<file path="config.mk">
export PLATFORM = sky130hd
export DESIGN_NAME = mem_port_arbiter
export DESIGN_NICKNAME = d
export VERILOG_FILES = /design/src/rtl/mem_port_arbiter_pkg.sv /design/src/rtl/mem_arb_streak_ctr.sv /design/src/rtl/mem_port_arbiter.sv
export SDC_FILE = /design/constraint.sdc
export NUM_CORES = 1
export LEC_CHECK = 0
export ABC_AREA = 1
export ABC_CLOCK_PERIOD_IN_PS = 7900
export CAP_MARGIN = 20
export CORE_ASPECT_RATIO = 0.7
export CORE_MARGIN = 3
export CORE_UTILIZATION = 44
export DETAILED_ROUTE_END_ITERATION = 10
export PLACE_DENSITY = 0.85
export RECOVER_POWER = 100
export REMOVE_ABC_BUFFERS = 1
export SYNTH_ARGS = -nofsm -noshare
export SYNTH_HDL_FRONTEND = slang
export SYNTH_SLANG_ARGS = --single-unit
</file>
<file path="constraint.sdc">
create_clock -name clk_i -period 7.9 [get_ports clk_i]
set_clock_uncertainty 0.05 [all_clocks]
set_input_delay 1.185 -clock clk_i [delete_from_list [all_inputs] [get_ports clk_i]]
set_output_delay 1.185 -clock clk_i [all_outputs]
set_load 0.005 [all_outputs]
</file>
<file path="src/rtl/mem_port_arbiter_pkg.sv">
`default_nettype none
// ============================================================================
// Module      : mem_port_arbiter_pkg
// Description : Shared encodings for the memory port arbiter: FSM state codes,
//               memory access width codes (funct3[1:0] encoding) and the codes
//               reported on owner_o.
// Revision    : 1.0 - initial release
// ============================================================================
package mem_port_arbiter_pkg;

    // Arbiter FSM state encoding
    localparam logic [1:0] ST_IDLE   = 2'd0;
    localparam logic [1:0] ST_ACCESS = 2'd1;
    localparam logic [1:0] ST_RESP   = 2'd2;

    // Access width codes
    localparam logic [1:0] MEM_BYTE  = 2'b00;
    localparam logic [1:0] MEM_HALF  = 2'b01;
    localparam logic [1:0] MEM_WORD  = 2'b10;

    // Port owner codes
    localparam logic       OWN_IF    = 1'b0;
    localparam logic       OWN_DM    = 1'b1;

endpackage
`default_nettype wire

</file>
<file path="src/rtl/mem_arb_streak_ctr.sv">
`default_nettype none
// ============================================================================
// Module      : mem_arb_streak_ctr
// Description : Saturating count of consecutive data grants made while a
//               fetch was waiting, plus the compare against the limit.
// Ports       : clk        in  clock
//               rst        in  asynchronous active-high reset
//               i_inc      in  data grant issued while fetch is pending
//               i_clr      in  fetch grant issued
//               o_at_limit out count has reached LIMIT
// Revision    : 1.0 - initial release
// ============================================================================
module mem_arb_streak_ctr #(
    parameter int LIMIT = 4
) (
    input  logic clk,
    input  logic rst,
    input  logic i_inc,
    input  logic i_clr,
    output logic o_at_limit
);

    localparam int c_CNT_W = (LIMIT < 1) ? 1 : $clog2(LIMIT + 1);
    localparam logic [c_CNT_W-1:0] c_LIMIT = c_CNT_W'(LIMIT);

    logic [c_CNT_W-1:0] r_count;

    // Saturates at LIMIT so a long data burst cannot wrap back below it.
    always_ff @(posedge clk or posedge rst) begin
        if (rst) begin
            r_count <= '0;
        end else if (i_clr) begin
            r_count <= '0;
        end else if (i_inc && (r_count != c_LIMIT)) begin
            r_count <= r_count + 1'b1;
        end
    end

    assign o_at_limit = (r_count == c_LIMIT);

endmodule
`default_nettype wire

</file>
<file path="src/rtl/mem_port_arbiter.sv">
`default_nettype none
// ============================================================================
// Module      : mem_port_arbiter
// Description : Shares one single-ported memory between instruction fetch (IF)
//               and data access (DM). Each access runs IDLE -> ACCESS -> RESP
//               over a req/ack handshake with variable memory latency. Data
//               has priority over fetch.
// Config      : MEM_ARB_STARVE_GUARD_EN - when defined, after STARVE_LIMIT
//               consecutive DM grants with IF waiting, IF wins the next
//               contested arbitration. Undefined: strict DM priority.
// Ports       : clk_i, rst_i            clock / async active-high reset
//               if_req_i, if_addr_i     fetch request (held until if_ack_o)
//               if_ack_o, if_rdata_o    fetch response pulse / fetched word
//               dm_req_i, dm_we_i, dm_width_i, dm_addr_i, dm_wdata_i
//                                       data request (held until dm_ack_o)
//               dm_ack_o, dm_rdata_o    data response pulse / raw load word
//               mem_req_o, mem_we_o, mem_width_o, mem_addr_o, mem_wdata_o
//                                       memory request (held until mem_ack_i)
//               mem_ack_i, mem_rdata_i  memory completion / read data
//               owner_o                 0 = IF, 1 = DM (valid while busy_o)
//               busy_o                  FSM not idle
// Revision    : 1.0 - initial release
// ============================================================================
module mem_port_arbiter
    import mem_port_arbiter_pkg::*;
#(
    parameter int ADDR_W       = 32,
    parameter int DATA_W       = 32,
    parameter int STARVE_LIMIT = 4
) (
    input  logic              clk_i,
    input  logic              rst_i,
    input  logic              if_req_i,
    input  logic [ADDR_W-1:0] if_addr_i,
    output logic              if_ack_o,
    output logic [DATA_W-1:0] if_rdata_o,
    input  logic              dm_req_i,
    input  logic              dm_we_i,
    input  logic [1:0]        dm_width_i,
    input  logic [ADDR_W-1:0] dm_addr_i,
    input  logic [DATA_W-1:0] dm_wdata_i,
    output logic              dm_ack_o,
    output logic [DATA_W-1:0] dm_rdata_o,
    output logic              mem_req_o,
    output logic              mem_we_o,
    output logic [1:0]        mem_width_o,
    output logic [ADDR_W-1:0] mem_addr_o,
    output logic [DATA_W-1:0] mem_wdata_o,
    input  logic              mem_ack_i,
    input  logic [DATA_W-1:0] mem_rdata_i,
    output logic              owner_o,
    output logic              busy_o
);

    logic [1:0]        r_state;
    logic [1:0]        w_next_state;
    logic              w_in_idle;
    logic              w_force_if;
    logic              w_grant_dm;
    logic              w_grant_if;
    logic              w_mem_done;

    logic              r_owner;
    logic              r_we;
    logic [1:0]        r_width;
    logic [ADDR_W-1:0] r_addr;
    logic [DATA_W-1:0] r_wdata;
    logic [DATA_W-1:0] r_if_rdata;
    logic [DATA_W-1:0] r_dm_rdata;

    // ------------------------------------------------------------------
    // Arbitration: only evaluated in IDLE; DM wins unless the starvation
    // guard forces the fetch through.
    // ------------------------------------------------------------------
    assign w_in_idle  = (r_state == ST_IDLE);
    assign w_grant_dm = w_in_idle && dm_req_i && !w_force_if;
    assign w_grant_if = w_in_idle && if_req_i && !w_grant_dm;
    // mem_ack_i outside ACCESS is a stray pulse and must not complete anything.
    assign w_mem_done = (r_state == ST_ACCESS) && mem_ack_i;

`ifdef MEM_ARB_STARVE_GUARD_EN
    logic w_at_limit;

    mem_arb_streak_ctr #(
        .LIMIT      (STARVE_LIMIT)
    ) u_streak_ctr (
        .clk        (clk_i),
        .rst        (rst_i),
        .i_inc      (w_grant_dm && if_req_i),
        .i_clr      (w_grant_if),
        .o_at_limit (w_at_limit)
    );

    assign w_force_if = w_at_limit && if_req_i && dm_req_i;
`else
    logic w_unused_cfg;
    assign w_unused_cfg = (STARVE_LIMIT != 0);
    assign w_force_if   = 1'b0;
`endif

    // ------------------------------------------------------------------
    // FSM: state register
    // ------------------------------------------------------------------
    always_ff @(posedge clk_i or posedge rst_i) begin
        if (rst_i) begin
            r_state <= ST_IDLE;
        end else begin
            r_state <= w_next_state;
        end
    end

    // ------------------------------------------------------------------
    // FSM: next-state logic
    // ------------------------------------------------------------------
    always_comb begin
        w_next_state = r_state;
        case (r_state)
            ST_IDLE: begin
                if (dm_req_i || if_req_i) begin
                    w_next_state = ST_ACCESS;
                end
            end
            ST_ACCESS: begin
                if (mem_ack_i) begin
                    w_next_state = ST_RESP;
                end
            end
            ST_RESP: begin
                w_next_state = ST_IDLE;
            end
            default: begin
                w_next_state = ST_IDLE;
            end
        endcase
    end

    // ------------------------------------------------------------------
    // FSM: outputs. Decoding from state means an asynchronous reset drops
    // mem_req_o and busy_o the instant rst_i rises.
    // ------------------------------------------------------------------
    always_comb begin
        mem_req_o = 1'b0;
        if_ack_o  = 1'b0;
        dm_ack_o  = 1'b0;
        busy_o    = (r_state != ST_IDLE);
        case (r_state)
            ST_ACCESS: begin
                mem_req_o = 1'b1;
            end
            ST_RESP: begin
                if_ack_o = (r_owner == OWN_IF);
                dm_ack_o = (r_owner == OWN_DM);
            end
            default: begin
            end
        endcase
    end

    // ------------------------------------------------------------------
    // Granted request fields and response data
    // ------------------------------------------------------------------
    always_ff @(posedge clk_i or posedge rst_i) begin
        if (rst_i) begin
            r_owner    <= OWN_IF;
            r_we       <= 1'b0;
            r_width    <= 2'b00;
            r_addr     <= '0;
            r_wdata    <= '0;
            r_if_rdata <= '0;
            r_dm_rdata <= '0;
        end else begin
            if (w_grant_dm) begin
                r_owner <= OWN_DM;
                r_we    <= dm_we_i;
                r_width <= dm_width_i;
                r_addr  <= dm_addr_i;
                r_wdata <= dm_wdata_i;
            end else if (w_grant_if) begin
                // Fetches are always word reads.
                r_owner <= OWN_IF;
                r_we    <= 1'b0;
                r_width <= MEM_WORD;
                r_addr  <= if_addr_i;
                r_wdata <= '0;
            end

            if (w_mem_done) begin
                if (r_owner == OWN_IF) begin
                    r_if_rdata <= mem_rdata_i;
                end else if (!r_we) begin
                    // Stores leave the last load word untouched.
                    r_dm_rdata <= mem_rdata_i;
                end
            end
        end
    end

    assign mem_we_o    = r_we;
    assign mem_width_o = r_width;
    assign mem_addr_o  = r_addr;
    assign mem_wdata_o = r_wdata;
    assign owner_o     = r_owner;
    assign if_rdata_o  = r_if_rdata;
    assign dm_rdata_o  = r_dm_rdata;

endmodule
`default_nettype wire

</file>
==> results of run 1 <==
-- final timing paths --
kind	startpoint	end	slack [ns]	depth (start not counted)
max	r_state[1]	mem_addr_o[0]	2.74	5
min	dm_rdata_o[27]	dm_rdata_o[27]	0.41	2
max reg2reg	r_state[1]	mem_addr_o[0]	2.74	5
min reg2reg	dm_rdata_o[27]	dm_rdata_o[27]	0.41	2
max in group asynchronous	rst_i	if_rdata_o[8]	3.73	3
min in group asynchronous	rst_i	dm_rdata_o[11]	2.17	2
-- logic make-up (layout without fill, tap and decap cells) --
family / Yosys count / count (layout) / synth area share (%)
AO/OA/AOI/OAI: 37 / 37 / 3.318
buffers and inverters: 140 / 411 / 10.34
flip-flops: 134 / 134 / 58.12
AND/OR/NAND/NOR: 398 / 398 / 28.22
-- Yosys cell counts --
master      n
o21ai_0     2
nand2_2     2
buf_6       3
inv_1     102
nand3_4     1
a21oi_1     1
nor3_1      2
nor2_1      1
buf_2      18
o21ai_1    32
nand2_1   324
o31ai_1     1
dfrtp_1   134
nor2_4      3
nand3_1    63
inv_2       3
clkbuf_1    7
buf_4       7
nand4_2     1
nand4_1     1
o21ai_2     1
-- layout make-up --
| class | count | area [µm²] | area share, % |
|---|---|---|---|
| multi-input combinational | 435 | 1798 | 19.93 |
| tap | 162 | 202.7 | 2.247 |
| sequential | 134 | 3353 | 37.17 |
| inverter | 105 | 395.4 | 4.382 |
| timing repair buffer | 274 | 2731 | 30.27 |
| clock buffer | 19 | 442.9 | 4.909 |
| clock inverter | 13 | 98.84 | 1.096 |
-- through the flow --
stage | utilization [%] | worst slack, ns | cell area, µm² | power [mW] | cells
after floorplan | - | 3.082 | 5567 | 1.707 | 674
after global placement | 67.39 | 4.410 | 8514 | 2.592 | 1110
after detailed placement | 67.39 | 4.407 | 8514 | 2.637 | 1110
after CTS | 71.68 | 4.519 | 9056 | 3.386 | 1142
after global routing | 71.41 | 2.254 | 9022 | 3.441 | 1142
final | 71.41 | 2.740 | 9022 | 3.206 | 1142
-- state kept, by name (all words and copies together) (netlist names) --
signal,count
mem_wdata_o,32
owner_o,1
mem_we_o,1
dm_rdata_o,32
mem_addr_o,32
mem_width_o,2
if_rdata_o,32
r_state,2
-- routing by layer --
metal / track usage [%] / share of wire (%)
met5: 0 / 0
met4: 8.839 / 2.5
met3: 9.391 / 9.8
met2: 39.61 / 48
met1: 30.09 / 40
-- cell usage in the layout, fill, tap and decap left out, drive strengths merged, types with 6 or more instances in the layout --
cell,instances
inv,108
o21ai,35
clkbuf,20
clkdlybuf4s50,133
clkinvlp,6
nand3,64
dlygate4sd3,138
dfrtp,134
nand2,326
-- worst register-to-register path, delay by kind of cell, from the launching register on --
| family | cells | cell delay [ns] |
|---|---|---|
| buf+inv | 1 | 1.21 |
| flops | 1 | 0.42 |
| simple gates | 4 | 3.41 |
-- where the power goes --
group / switching (mW) / total, mW / leakage, nW / internal, mW
registers: 0.169 / 1.18 / 1.68 / 1.01
logic: 0.635 / 1.30 / 2.90 / 0.662
clock network: 0.315 / 0.728 / 0.254 / 0.413
total: 1.12 / 3.21 / 4.84 / 2.09
==> reports/metrics.cfg, run 1 <==
[floorplanning]
ios=272
die_h_um=101.8
die-area_um2=14540
dieWidth_um=142.9
core.rowCount=34
core_um2=12630
start_util_pct=45.66

[outcome]
run_status=finished, violations left
failed_checks=max-capacitance violations, max-slew violations

[sta]
slew_violations=246
max_slew.worst_pin.slew_ns=3.379
finalHoldViolCount=0
period_needed_ns=5.160
fmax_ghz=0.1938
hold_ws_ns=0.4142
finalSetupTns_ns=0
setup_viol=0
rsz0062_at_grt=false
maxSlewHeadroom_pct=-126.5
post-route-period-util_pct=65.31

[global_routing]
antenna_found_initial=0
grt_pass1_wl_um=27670
grt_pass1_vias=5408
grt_usage_pct=24.44
grt_max_degree=77
overflow=0

[synth]
synth_area_um2=5769
synth_top_area_share_pct=58.12
yosys-top-cells-area=dfrtp_1 58%, nand2_1 21%, inv_1 6.6%
ys_types=21
yosysWarningCount=0
seq_area_frac_synth_pct=58.12
syn_avg_cell_area_um2=8.137
synth.largest_area_cell=dfrtp_1
synth_cells=709
ys_ff_latch=134

[place]
dp.final_hpwl_um=12410
gp_congestion=0.8134
placement.io_buffers=271

[min_path]
hp-class=reg2reg

[critical_path]
worstPathMaxFanout=35
endpoint_kind=flip-flop
cpLargestDelayFamily=simple AND/OR/NAND/NOR gates
crit_buf_inv=1
start_kind=flip-flop
criticalPathCategory=reg2reg
arrival_ns=5.44
crit_path_cell_trace=nor2_1 -> nand2_1 -> inv_1 -> nand2_1 -> nand3_1
required_ns=8.18
cpPeakStageDelay_ns=1.75
cpMaxStageDelayCell=nor2_1
cpMostUsedCell=nand2_1

[drt]
vias=5492
drc_errors=0
drtIter0Drc=257
drt-pass1-iter-count=4
post_drt_wl_per_cell_um=15.51
detail_route.vias_per_cell=4.809
ant_nets=0
wirelength_um=17720

[finish]
syn2layout_area_growth_pct=56.39
diodes=0
drive_above_1_share_pct=4.082
nNetsFinal=1103
fill_cells=986

[clock_network]
cts_tree=yes
post_cts_resized=0
clockBufferDepth=2
postCtsHoldBufs=0
cts_made_buffers=17
post-cts-setup-buffers=0
cts_sinks=134
clk_pin_slew_ns=0.06
htreeDepth=4
cts_root_buf=clkbuf_16
insertion_delay_ns=0.40

[power]
peakVddDrop_mv=0.1827
leakagePower_nw=4.837
power_density_nw_per_um2=355.3

[job]
maxCapViolCount=5

No activity file was read; power rests on OpenSTA's default activity.
==> run 2: changes to the inputs <==
Settings changed: ABC_CLOCK_PERIOD_IN_PS 7900 to 4500, CORE_UTILIZATION 44 to 37, PLACE_DENSITY 0.85 to 0.76.
Clock period 7.9 ns to 4.5 ns, I/O delays scaled along.
==> reports/metrics.cfg, run 2 (synthesis gave the netlist of run 1 again) <==
[outcome]
run_status=finished, violations left
failed_checks=max-capacitance violations, max-slew violations

[floorplanning]
ios=272  ; unchanged
start_util_pct=38.58  ; -7.1 points
dieWidth_um=155.3  ; +8.7%
core_um2=14950  ; +18%
core.rowCount=37  ; +8.8%
die-area_um2=17150  ; +18%
die_h_um=110.5  ; +8.5%

[power]
seqPwrFrac_pct=35.8  ; -1.0 points
clkPwrFrac_pct=25.3  ; +2.6 points
peakVddDrop_mv=0.3012  ; +65%
comb_power_share_pct=38.9  ; -1.6 points
power.switching_mw=1.948  ; +74%
p_int_mw=3.873  ; +86%
power_density_nw_per_um2=633.7  ; +78%
swShare_pct=33.47  ; -1.5 points
leakagePower_nw=4.903  ; +1.4%

[min_path]
hold_end=dm_rdata_o[9]
hp-start=dm_rdata_o[9]
holdPathStages=2  ; unchanged
hp-class=reg2reg

[clock_network]
postCtsHoldBufs=0  ; unchanged
htreeDepth=4  ; unchanged
cts_tree=yes
post-cts-setup-buffers=0  ; unchanged
clk_pin_slew_ns=0.06  ; about the same
clockBufferDepth=2  ; unchanged
cts_made_buffers=17  ; unchanged
cts_root_buf=clkbuf_16
insertion_delay_ns=0.39  ; about the same
cts_sinks=134  ; unchanged
post_cts_resized=0  ; unchanged

[finish]
final_area_um2=9186  ; +1.8%
final_cell_mix=324 x nand2_1, 138 x dlygate4sd3_1, 134 x dfrtp_1, 133 x clkdlybuf4s50_1, 102 x inv_1
fill_cells=1318  ; +34%
final_cells=1177  ; +3.1%
nNetsFinal=1106  ; +0.27%
final_common_cell=nand2_1
ff_latch_area_um2=3353  ; unchanged
syn2layout_area_growth_pct=59.23
fin_util_pct=61.43  ; -10 points
drive_above_1_share_pct=4.582  ; +0.50 points
diodes=0  ; unchanged
multi_input_area_um2=1809  ; +0.63%

[critical_path]
crit_path_cell_trace=dlygate4sd3_1 -> o21ai_0 -> clkbuf_2 -> o31ai_1
cpMaxStageDelayCell=clkbuf_2
start_kind=input port
cpPeakStageDelay_ns=1.05  ; -0.70 ns
endpoint_kind=flip-flop
reg2reg_slack_ns=1.75  ; -0.99 ns
criticalPathCategory=in2reg
required_ns=4.66  ; -3.52 ns
worstReg2RegEnd=mem_addr_o[0]
worstPathMaxFanout=67  ; +91%
r2r_start=r_state[1]
arrival_ns=3.12  ; -2.32 ns
rr_worst_depth=7  ; +2

[sta]
slew_violations=124  ; -50%
maxSlewHeadroom_pct=-29.16  ; +97 points
setup_viol=0  ; unchanged
finalSetupTns_ns=0  ; unchanged
post-route-period-util_pct=65.80
fmax_ghz=0.3377
max_slew.worst_pin.slew_ns=1.933  ; -1.446 ns
finalHoldViolCount=0  ; unchanged
period_needed_ns=2.961
rsz0062_at_grt=false

[drt]
ant_nets=0  ; unchanged
detail_route.vias_per_cell=4.598  ; -4.4%
drc_errors=0  ; unchanged
wirelength_um=17410  ; -1.7%
drtIter0Drc=378  ; +47%
drt-pass1-iter-count=5  ; +1
post_drt_wl_per_cell_um=14.79  ; -4.6%
vias=5412  ; -1.5%

[global_routing]
antenna_found_initial=0  ; unchanged
grt_max_degree=91  ; +18%
grt_pass1_wl_um=28480  ; +2.9%
overflow=0  ; unchanged
grt_pass1_vias=5436  ; +0.52%
grt_usage_pct=20.41  ; -4.0 points

[place]
dp.cells=1146  ; +3.2%
dp.final_hpwl_um=12330  ; -0.65%
dpl_cell_area_um2=8581  ; +0.78%
gp_congestion=0.8344  ; +2.6%
placement.io_buffers=271  ; unchanged

[job]
maxCapViolCount=2  ; -3

## run 2: power groups by stage
stage	registers [mW]	logic, mW	clock network [mW]
floorplan	2.13	0.863	0
global placement	2.10	2.49	0
detailed placement	2.11	2.53	0
CTS	2.11	2.54	1.51
global route	2.16	2.54	1.57
finish	2.08	2.27	1.47
## run 2: area by class of cell
type,count,share of cell area [%]
Multi-Input combinational cell,435,19.69
Tap cell,195,2.656
Inverter,105,4.331
Clock buffer,18,4.672
Sequential cell,134,36.50
Timing Repair Buffer,277,29.99
Clock inverter,13,2.152
## run 2: worst max-delay path by stage
stage          slack [ns]  cells after the start       start             end
6_report             1.54                      4    dm_req_i      r_state[0]
5_1_grt              1.31                      4    dm_req_i      r_state[0]
4_1_cts              1.87                      3  r_state[1]          busy_o
3_5_place_dp         1.61                      6    dm_req_i  mem_wdata_o[0]
3_3_place_gp         1.70                      6    dm_req_i        mem_we_o
2_1_floorplan        0.19                      1       rst_i   dm_rdata_o[0]
## run 2: critical path, delay by kind of cell
family	cells	cell delay [ns]
buf+inv	2	1.87
compound gates	2	0.56
## run 2: per-layer routing
| layer | vias up | global-route usage, % | part of all wire, % |
|---|---|---|---|
| met4 | 0 | 5.481 | 1.4 |
| met3 | 20 | 8.265 | 10 |
| met5 | - | 0 | 0 |
| met1 | 2502 | 25.96 | 42 |
| met2 | 226 | 32.36 | 46 |
| li1 | 2664 | - | - |
## run 2: per-stage QoR
step	worst slack [ns]	total power [mW]	hold WS (ns)
2_1_floorplan	0.1922	2.996	0.4154
3_3_place_gp	1.701	4.587	0.4034
3_5_place_dp	1.611	4.647	0.4083
4_1_cts	1.872	6.165	0.4240
5_1_grt	1.308	6.268	0.4432
6_report	1.539	5.821	0.4158
==> run 3: changes to the inputs <==
Settings changed: ABC_CLOCK_PERIOD_IN_PS 4500 to 2600.
Clock period 4.5 ns to 2.6 ns, I/O delays scaled along.
==> reports/metrics.cfg, run 3 (synthesis gave the netlist of run 1 again) <==
[floorplanning]
core.rowCount=37  ; unchanged
start_util_pct=38.58  ; unchanged
die-area_um2=17150  ; unchanged
ios=272  ; unchanged
die_h_um=110.5  ; unchanged
core_um2=14950  ; unchanged
dieWidth_um=155.3  ; unchanged

[global_routing]
antenna_found_initial=0  ; unchanged
grt_pass1_vias=5472  ; +0.66%
overflow=0  ; unchanged
grt_max_degree=65  ; -29%
grt_pass1_wl_um=28470  ; about the same
grt_usage_pct=20.62  ; +0.22 points

[clock_network]
cts_root_buf=clkbuf_16
htreeDepth=4  ; unchanged
cts_tree=yes
post-cts-setup-buffers=0  ; unchanged
clockBufferDepth=2  ; unchanged
cts_made_buffers=17  ; unchanged
insertion_delay_ns=0.40  ; about the same
cts_sinks=134  ; unchanged
post_cts_resized=0  ; unchanged
postCtsHoldBufs=0  ; unchanged
clk_pin_slew_ns=0.06  ; about the same

[power]
power_density_nw_per_um2=1092  ; +72%
leakagePower_nw=4.951  ; +0.99%
peakVddDrop_mv=0.4738  ; +57%

[outcome]
failed_checks=max-capacitance violations, max-slew violations
run_status=finished, violations left

[sta]
slew_violations=39  ; -69%
setup_viol=0  ; unchanged
finalHoldViolCount=0  ; unchanged
post-route-period-util_pct=89.82
max_slew.worst_pin.slew_ns=1.605  ; -0.3286 ns
rsz0062_at_grt=false
period_needed_ns=2.335
fmax_ghz=0.4282
finalSetupTns_ns=0  ; unchanged
maxSlewHeadroom_pct=-7.103  ; +22 points
hold_ws_ns=0.4151  ; -0.0007370 ns

[finish]
final_cells=1184  ; +0.59%
nNetsFinal=1112  ; +0.54%
fin_util_pct=61.97  ; +0.54 points
diodes=0  ; unchanged
fill_cells=1281  ; -2.8%
ff_latch_area_um2=3353  ; unchanged
final_common_cell=nand2_1
drive_above_1_share_pct=5.056  ; +0.47 points
final_cell_mix=324 x nand2_1, 137 x dlygate4sd3_1, 134 x dfrtp_1, 134 x clkdlybuf4s50_1, 103 x inv_1
final_area_um2=9266  ; +0.87%
syn2layout_area_growth_pct=60.62
multi_input_area_um2=1808  ; about the same

[drt]
ant_nets=0  ; unchanged
drc_errors=0  ; unchanged
detail_route.vias_per_cell=4.530  ; -1.5%
drtIter0Drc=339  ; -10%
wirelength_um=17440  ; +0.15%
drt-pass1-iter-count=4  ; -1
post_drt_wl_per_cell_um=14.73  ; -0.44%
vias=5364  ; -0.89%

[place]
placement.io_buffers=271  ; unchanged
dp.cells=1152  ; +0.52%
gp_congestion=0.8129  ; -2.6%
dpl_cell_area_um2=8663  ; +0.96%
dp.final_hpwl_um=12690  ; +2.9%

[job]
maxCapViolCount=1  ; -1

[critical_path]
worstPathMaxFanout=4  ; -94%
start_kind=flip-flop
arrival_ns=1.90  ; -1.22 ns
endpoint_kind=output pin
criticalPathCategory=reg2out
required_ns=2.16  ; -2.50 ns

[min_path]
hp-class=reg2reg

run 3: cell count changes in the layout (fill, tap and decap cells not counted), sizes merged:
cell / delta
clkdlybuf4s50: +1
clkbuf: +1
dlygate4sd3: -1
buf: +6
clkinv: -1
inv: +2
clkinvlp: -1
run 3: final cells by class:
type	count	area share, %
clock inverters	13	2.120
clock buffers	19	4.672
repair buffers	283	30.62
multi-input cells	435	19.51
inverters	105	4.253
well taps	195	2.633
flip-flops and latches	134	36.19
run 3: critical path, cell delays in order, from the launching register on:
cell and delay [ns]:
dfrtp_1 0.44, inv_1 0.08, nor2_1 0.32, dlygate4sd3_1 0.66
run 3: path summary, 6_finish.rpt:
kind | depth (start not counted) | start | slack, ns | endpoint
setup reg to reg | 5 | r_state[1] | 0.52 | mem_addr_o[0]
min in group asynchronous | 2 | rst_i | 0.87 | if_rdata_o[16]
hold reg to reg | 2 | dm_rdata_o[26] | 0.42 | dm_rdata_o[26]
max in group asynchronous | 3 | rst_i | 0.64 | mem_wdata_o[25]
hold / removal | 2 | dm_rdata_o[26] | 0.42 | dm_rdata_o[26]
setup / recovery | 3 | r_state[0] | 0.26 | mem_req_o
run 3: where the power goes:
group	switching [mW]	leakage, nW	internal (mW)	total (mW)
combinational	1.92	2.97	2.04	3.96
sequential	0.523	1.68	3.07	3.59
clock	0.947	0.304	1.63	2.57
total	3.39	4.95	6.73	10.1
run 3: layer usage:
metal / global-route usage [%] / wire, µm / part of all wire [%] / up-vias
met2: 32.39 / 8088 / 46 / 208
met3: 9.283 / 1937 / 11 / 15
met5: 0 / 0 / 0 / -
met1: 26.63 / 7242 / 42 / 2482
li1: - / - / - / 2659
met4: 3.965 / 166 / 0.95 / 0
run 3: through the flow:
step                      total power, mW  setup WS [ns]
after floorplan                     5.185         -1.423
after global placement              8.009         0.5823
after detailed placement            8.099         0.5251
after CTS                           10.74         0.3602
after global routing                10.89         0.1635
final                               10.12         0.2646
==> RTL edit 1: new RTL, settings of run 1 <==
The option `MEM_ARB_STARVE_GUARD_EN` is turned on by a define.
--- a/src/rtl/mem_port_arbiter.sv
+++ b/src/rtl/mem_port_arbiter.sv
@@ -22,4 +22,6 @@
 // Revision    : 1.0 - initial release
 // ============================================================================
+`define MEM_ARB_STARVE_GUARD_EN
+
 module mem_port_arbiter
     import mem_port_arbiter_pkg::*;
Behaviour: same outputs for any inputs over 4 cycles, from zero or initial values and one cycle with rst_i high; that may be too few to reach the edited logic, so the function may still have changed.
==> RTL edit 1 against run 1 <==
- the run still ends with capacitance limit, slew limit left
- largest cell class unchanged
- setup slack improved by 160 ps
- sequential share of layout area decreased by 0.37 points
- routed wire length increased by 0.88%
- via count increased by 1.7%
- largest power group unchanged
- sequential cell count increased by 3
- power increased by 6.6%
- core utilization increased by 1.4 points
- cell area increased by 3.3%
- synthesized cell count increased by 3.9%
- first-iteration DRC count increased by 3.1%
- area after synthesis increased by 3.1%
==> RTL edit 1: results (changes against run 1) <==
Power and ir drop
  • Clock group power: 826 uW (+13%)
  • Leakage: 4.80 nW (-0.70%)
  • Gate power share: 40.7% (+0.2 points)
  • Max VDD drop: 0.000210 V (+15%)
  • Comb power: 1.39 mW (+7%)

Placed design
  • Detailed placement HPWL: 12600 um (+1.3%)
  • Pre-CTS setup slack: 4630 ps (+218 ps)

Cells and area
  • Signal inverters: 76 (-28%)
  • Number of non-clock buffers: 279 (+1.8%)
  • Multi-input combinational area share: 21.5% (+1.6 points)
  • Multi-input gates: 485 (+11%)
  • Clock buffers: 20 (+1)
  • Fin area: 0.00932 mm2 (+3.3%)
  • Share of cells above drive strength 1: 3.97% (-0.11 points)
  • Fillers: 983 (-0.30%)
  • FF+latch area: 0.00343 mm2 (+2.2%)
  • ClkCell Share: 6.62% (+0.62 points)
  • Layout Nets: 1134 (+2.8%)

Global routing
  • M3 GR Usage: 5.97% (-3.4 points)
  • Vias in the first global route: 5432 (+0.44%)
  • GRT Overall Usage: 23.4% (-1.0 points)
  • Pin count of the biggest net entering global routing: 84 (+9.1%)
  • First-pass GRT wire length: 28100 um (+1.6%)
  • Met1 global-route usage: 30.7% (+0.66 points)

Setup path
  • Critical path's top delay family: buffers and inverters
  • Worst r2r dst: if_rdata_o[18]$_DFFE_PP0P_
  • R2r worst-path depth: 8 (+3)
  • Worst Path Max Fanout: 59 (+69%)
  • CP max stage cell: clkbuf_1
  • Worst EP arrival: 5280 ps (-160 ps)
  • R2R Path Start: r_state[0]$_DFFE_PP0P_
  • CP peak stage delay: 1900 ps (+150 ps)
  • Reg2Reg Setup Slack: 4200 ps (+1460 ps)

Route
  • Met2 wire len: 8580 um (+1.4%)
  • Met3 Wirelength: 1360 um (-22%)
  • Vias after detailed routing: 5587 (+1.7%)
  • Detailed Routing Iterations Pass 1: 5 (+1)
  • Met1 wire length: 7650 um (+8.1%)
  • Vias per cell: 4.70 (-2.2%)
  • DR iter-0 viols: 265 (+3.1%)

Timing
  • Max Slew Vio Count: 292 (+19%)
  • Hold Slack: 417 ps (+3.03 ps)
  • Final cycle utilization of the critical path: 63.3% (-2.0 points)
  • Least-Margin Pin Slew: 3570 ps (+191 ps)

Run
  • Max Cap Viol: 6 (+1)

Clock network
  • Clock sinks: 137 (+2.2%)

Hold path
  • HP Start: mem_addr_o[3]$_DFFE_PP0P_
  • Hold endpoint: mem_addr_o[3]$_DFFE_PP0P_

Run status
  • Outcome: complete, but fails checks
  • Failing checks: capacitance limit, slew limit

Yosys
  • XOR/XNOR Fraction of Synth Area: 0.147% (+0.15 points)
  • Main area contributors after synthesis: dfrtp_1 (58%), nand2_1 (23%), o21ai_0 (7.1%), inv_1 (4.7%), o21ai_1 (1.2%)
  • Synth Area in Adders: 0.421% (+0.42 points)
  • Sequential share of the synthesized area: 57.6% (-0.47 points)
  • Synth Area in Compound Gates: 8.52% (+5.2 points)
  • Synthesized instance count: 737 (+3.9%)
  • Synth top cells by count: nand2_1 (369), dfrtp_1 (137), o21ai_0 (84)

Floorplan
  • Chip width: 145 um (+1.5%)
==> RTL edit 1: cell count changes in the layout (fill, tap and decap cells not counted), sizes merged, moves of 3 or more <==
| cell | delta |
|---|---|
| bufinv | +3 |
| clkbuf | +5 |
| clkinv | -3 |
| clkinvlp | -3 |
| dfrtp | +3 |
| inv | -28 |
| nand2 | +44 |
| nand3 | -61 |
| o21ai | +64 |
==> RTL edit 1: worst max path at each step <==
stage,start,to,depth (start not counted)
detailed placement,dm_req_i,mem_addr_o[17]$_DFFE_PP0P_,7
global placement,dm_req_i,mem_addr_o[16]$_DFFE_PP0P_,7
global route,dm_req_i,mem_wdata_o[12]$_DFFE_PP0P_,5
floorplan,rst_i,dm_rdata_o[0]$_DFFE_PP0P_,1
finish,dm_req_i,mem_wdata_o[26]$_DFFE_PP0P_,5
CTS,owner_o$_DFFE_PP0P_,dm_ack_o,4
==> RTL edit 2: new RTL, flow settings as in run 1 <==
Without the edit above. Make the reset (`rst_i`) synchronous in 2 clocked blocks. Comments in the files are not updated.
--- a/src/rtl/mem_port_arbiter.sv
+++ b/src/rtl/mem_port_arbiter.sv
@@ -102,5 +102,5 @@
     // FSM: state register
     // ------------------------------------------------------------------
-    always_ff @(posedge clk_i or posedge rst_i) begin
+    always_ff @(posedge clk_i) begin
         if (rst_i) begin
             r_state <= ST_IDLE;
@@ -160,5 +160,5 @@
     // Granted request fields and response data
     // ------------------------------------------------------------------
-    always_ff @(posedge clk_i or posedge rst_i) begin
+    always_ff @(posedge clk_i) begin
         if (rst_i) begin
             r_owner    <= OWN_IF;
Function: differs if rst_i is asserted again (counterexample within 4 cycles, from zero or initial values and one cycle with rst_i high); with rst_i held inactive, the same outputs for 4 cycles.
==> RTL edit 2 against run 1 <==
- the run still ends with capacitance limit, slew limit left
- count of clock-buffer cells in the layout unchanged
- cell area is 1.8% lower
- critical endpoint is now if_rdata_o[14]$_SDFFE_PP0P_
- register-to-register slack gained 2500 ps
- fmax grew 15%
- setup slack gained 670 ps
- worst hold slack got worse by 16 ps
- largest cell class is now buffers
- non-clock buffer count up 3
- core utilization increased by 3.1 points
- die area decreased by 5.2%
- sequential cell count did not move
- critical path type is now primary input to flop
- global-route usage decreased by 0.091 points
- area after synthesis is 5.5% lower
- routed wire length down 3.6%
Power is not compared: it rests on default switching activity, and its combinational part moved more than twofold at a synthesized area within 25%.
==> RTL edit 2: results (changes against run 1) <==
Run status
  • Outcome: complete, but fails checks
  • Failing checks: capacitance limit, slew limit

Yosys
  • Synth Area in Compound Gates: 9.43% (+6.1 points)
  • Fraction of registers with async set or reset after synthesis: 0% (-100 points)
  • Post-synth cell types: 20 (-4.8%)
  • Synthesized instance count: 792 (+12%)
  • Synth top cells by count: nand2_1 (201), dfxtp_1 (134), nor2_1 (129)

Run
  • Max Cap Viol: 1 (-4)

Global routing
  • Met1 global-route usage: 28.6% (-1.5 points)
  • Pin count of the biggest net entering global routing: 70 (-9.1%)
  • Vias in the first global route: 5420 (+0.22%)
  • M3 GR Usage: 9.61% (+0.22 points)
  • First-pass GRT wire length: 27100 um (-1.9%)
  • GRT Overall Usage: 24.3% (-0.091 points)

Timing
  • Max_slew headroom: -110% (+17 points)
  • Max Slew Vio Count: 70 (-72%)

Route
  • DR iter-0 viols: 268 (+4.3%)
  • Final WL: 17100 um (-3.6%)
  • Met1 wire length: 6920 um (-2.2%)
  • Detailed Routing Iterations Pass 1: 5 (+1)
  • Met2 wire len: 8390 um (-0.87%)
  • Met3 Wirelength: 1400 um (-19%)
  • Mean routed wirelength per cell: 14.1 um (-8.8%)
  • Vias after detailed routing: 5712 (+4.0%)

Cells and area
  • FF+latch area: 0.00268 mm2 (-20%)
  • Fillers: 960 (-2.6%)
  • ClkCell Share: 7.62% (+1.6 points)
  • Number of non-clock buffers: 277 (+1.1%)
  • Multi-input gates: 504 (+16%)
  • Seq_cells: 134 (unchanged)
  • Multi-input combinational area share: 24.2% (+4.3 points)

Setup path
  • Critical path's top delay family: buffers and inverters
  • Worst Path Max Fanout: 69 (+97%)
  • CP max stage cell: clkbuf_1
  • CP peak stage delay: 2200 ps (+450 ps)

Placed design
  • Placer congestion estimate: 0.802 (-1.4%)
  • DP Area: 0.00816 mm2 (-4.1%)
  • Placed insts: 1175 (+5.9%)

Floorplan
  • Chip width: 139 um (-2.7%)
==> RTL edit 2: cell count changes in the layout (fill, tap and decap cells not counted), moves of 4 or more <==
cell               run 1  this run
bufinv_16              0         6
a21oi_1                1        68
nor2_1                 2       129
dfrtp_1              134         0
dfxtp_1                0       134
clkinvlp_4             5         1
nand2_1              325       201
==> RTL edit 2: per-stage QoR <==
step	utilization [%]	total power, mW	hold WS (ps)
4_1_cts	74.3	2.00	401
5_1_grt	74.5	2.05	426
3_3_place_gp	68.6	1.08	387
6_report	74.5	1.96	399
3_5_place_dp	68.6	1.09	393
2_1_floorplan	-	0.880	392
==> RTL edit 2: cell families (layout without fill, tap and decap cells) <==
logic type / Yosys count / count (layout)
and+or+nand+nor: 402 / 402
buffers and inverters: 154 / 413
DFF: 134 / 134
AOI/OAI and AO/OA: 102 / 102
==> RTL edit 2: report_power, final <==
part | internal (mW) | switching (mW) | leakage [nW] | total [mW]
registers | 0.722 | 0.0220 | 1.10 | 0.743
logic | 0.165 | 0.147 | 2.75 | 0.312
clock network | 0.599 | 0.307 | 0.325 | 0.906
total | 1.49 | 0.476 | 4.17 | 1.96
==> RTL edit 2: path summary, 6_finish.rpt <==
kind | end | from | cells after the start | slack (ps)
min reg2reg | mem_width_o[1]$_SDFFE_PP0P_ | mem_width_o[1]$_SDFFE_PP0P_ | 2 | 400
max | if_rdata_o[14]$_SDFFE_PP0P_ | rst_i | 6 | 3410
min | mem_width_o[1]$_SDFFE_PP0P_ | mem_width_o[1]$_SDFFE_PP0P_ | 2 | 400
max reg2reg | mem_wdata_o[19]$_SDFFE_PP0P_ | r_state[1]$_SDFFE_PP0P_ | 6 | 5290
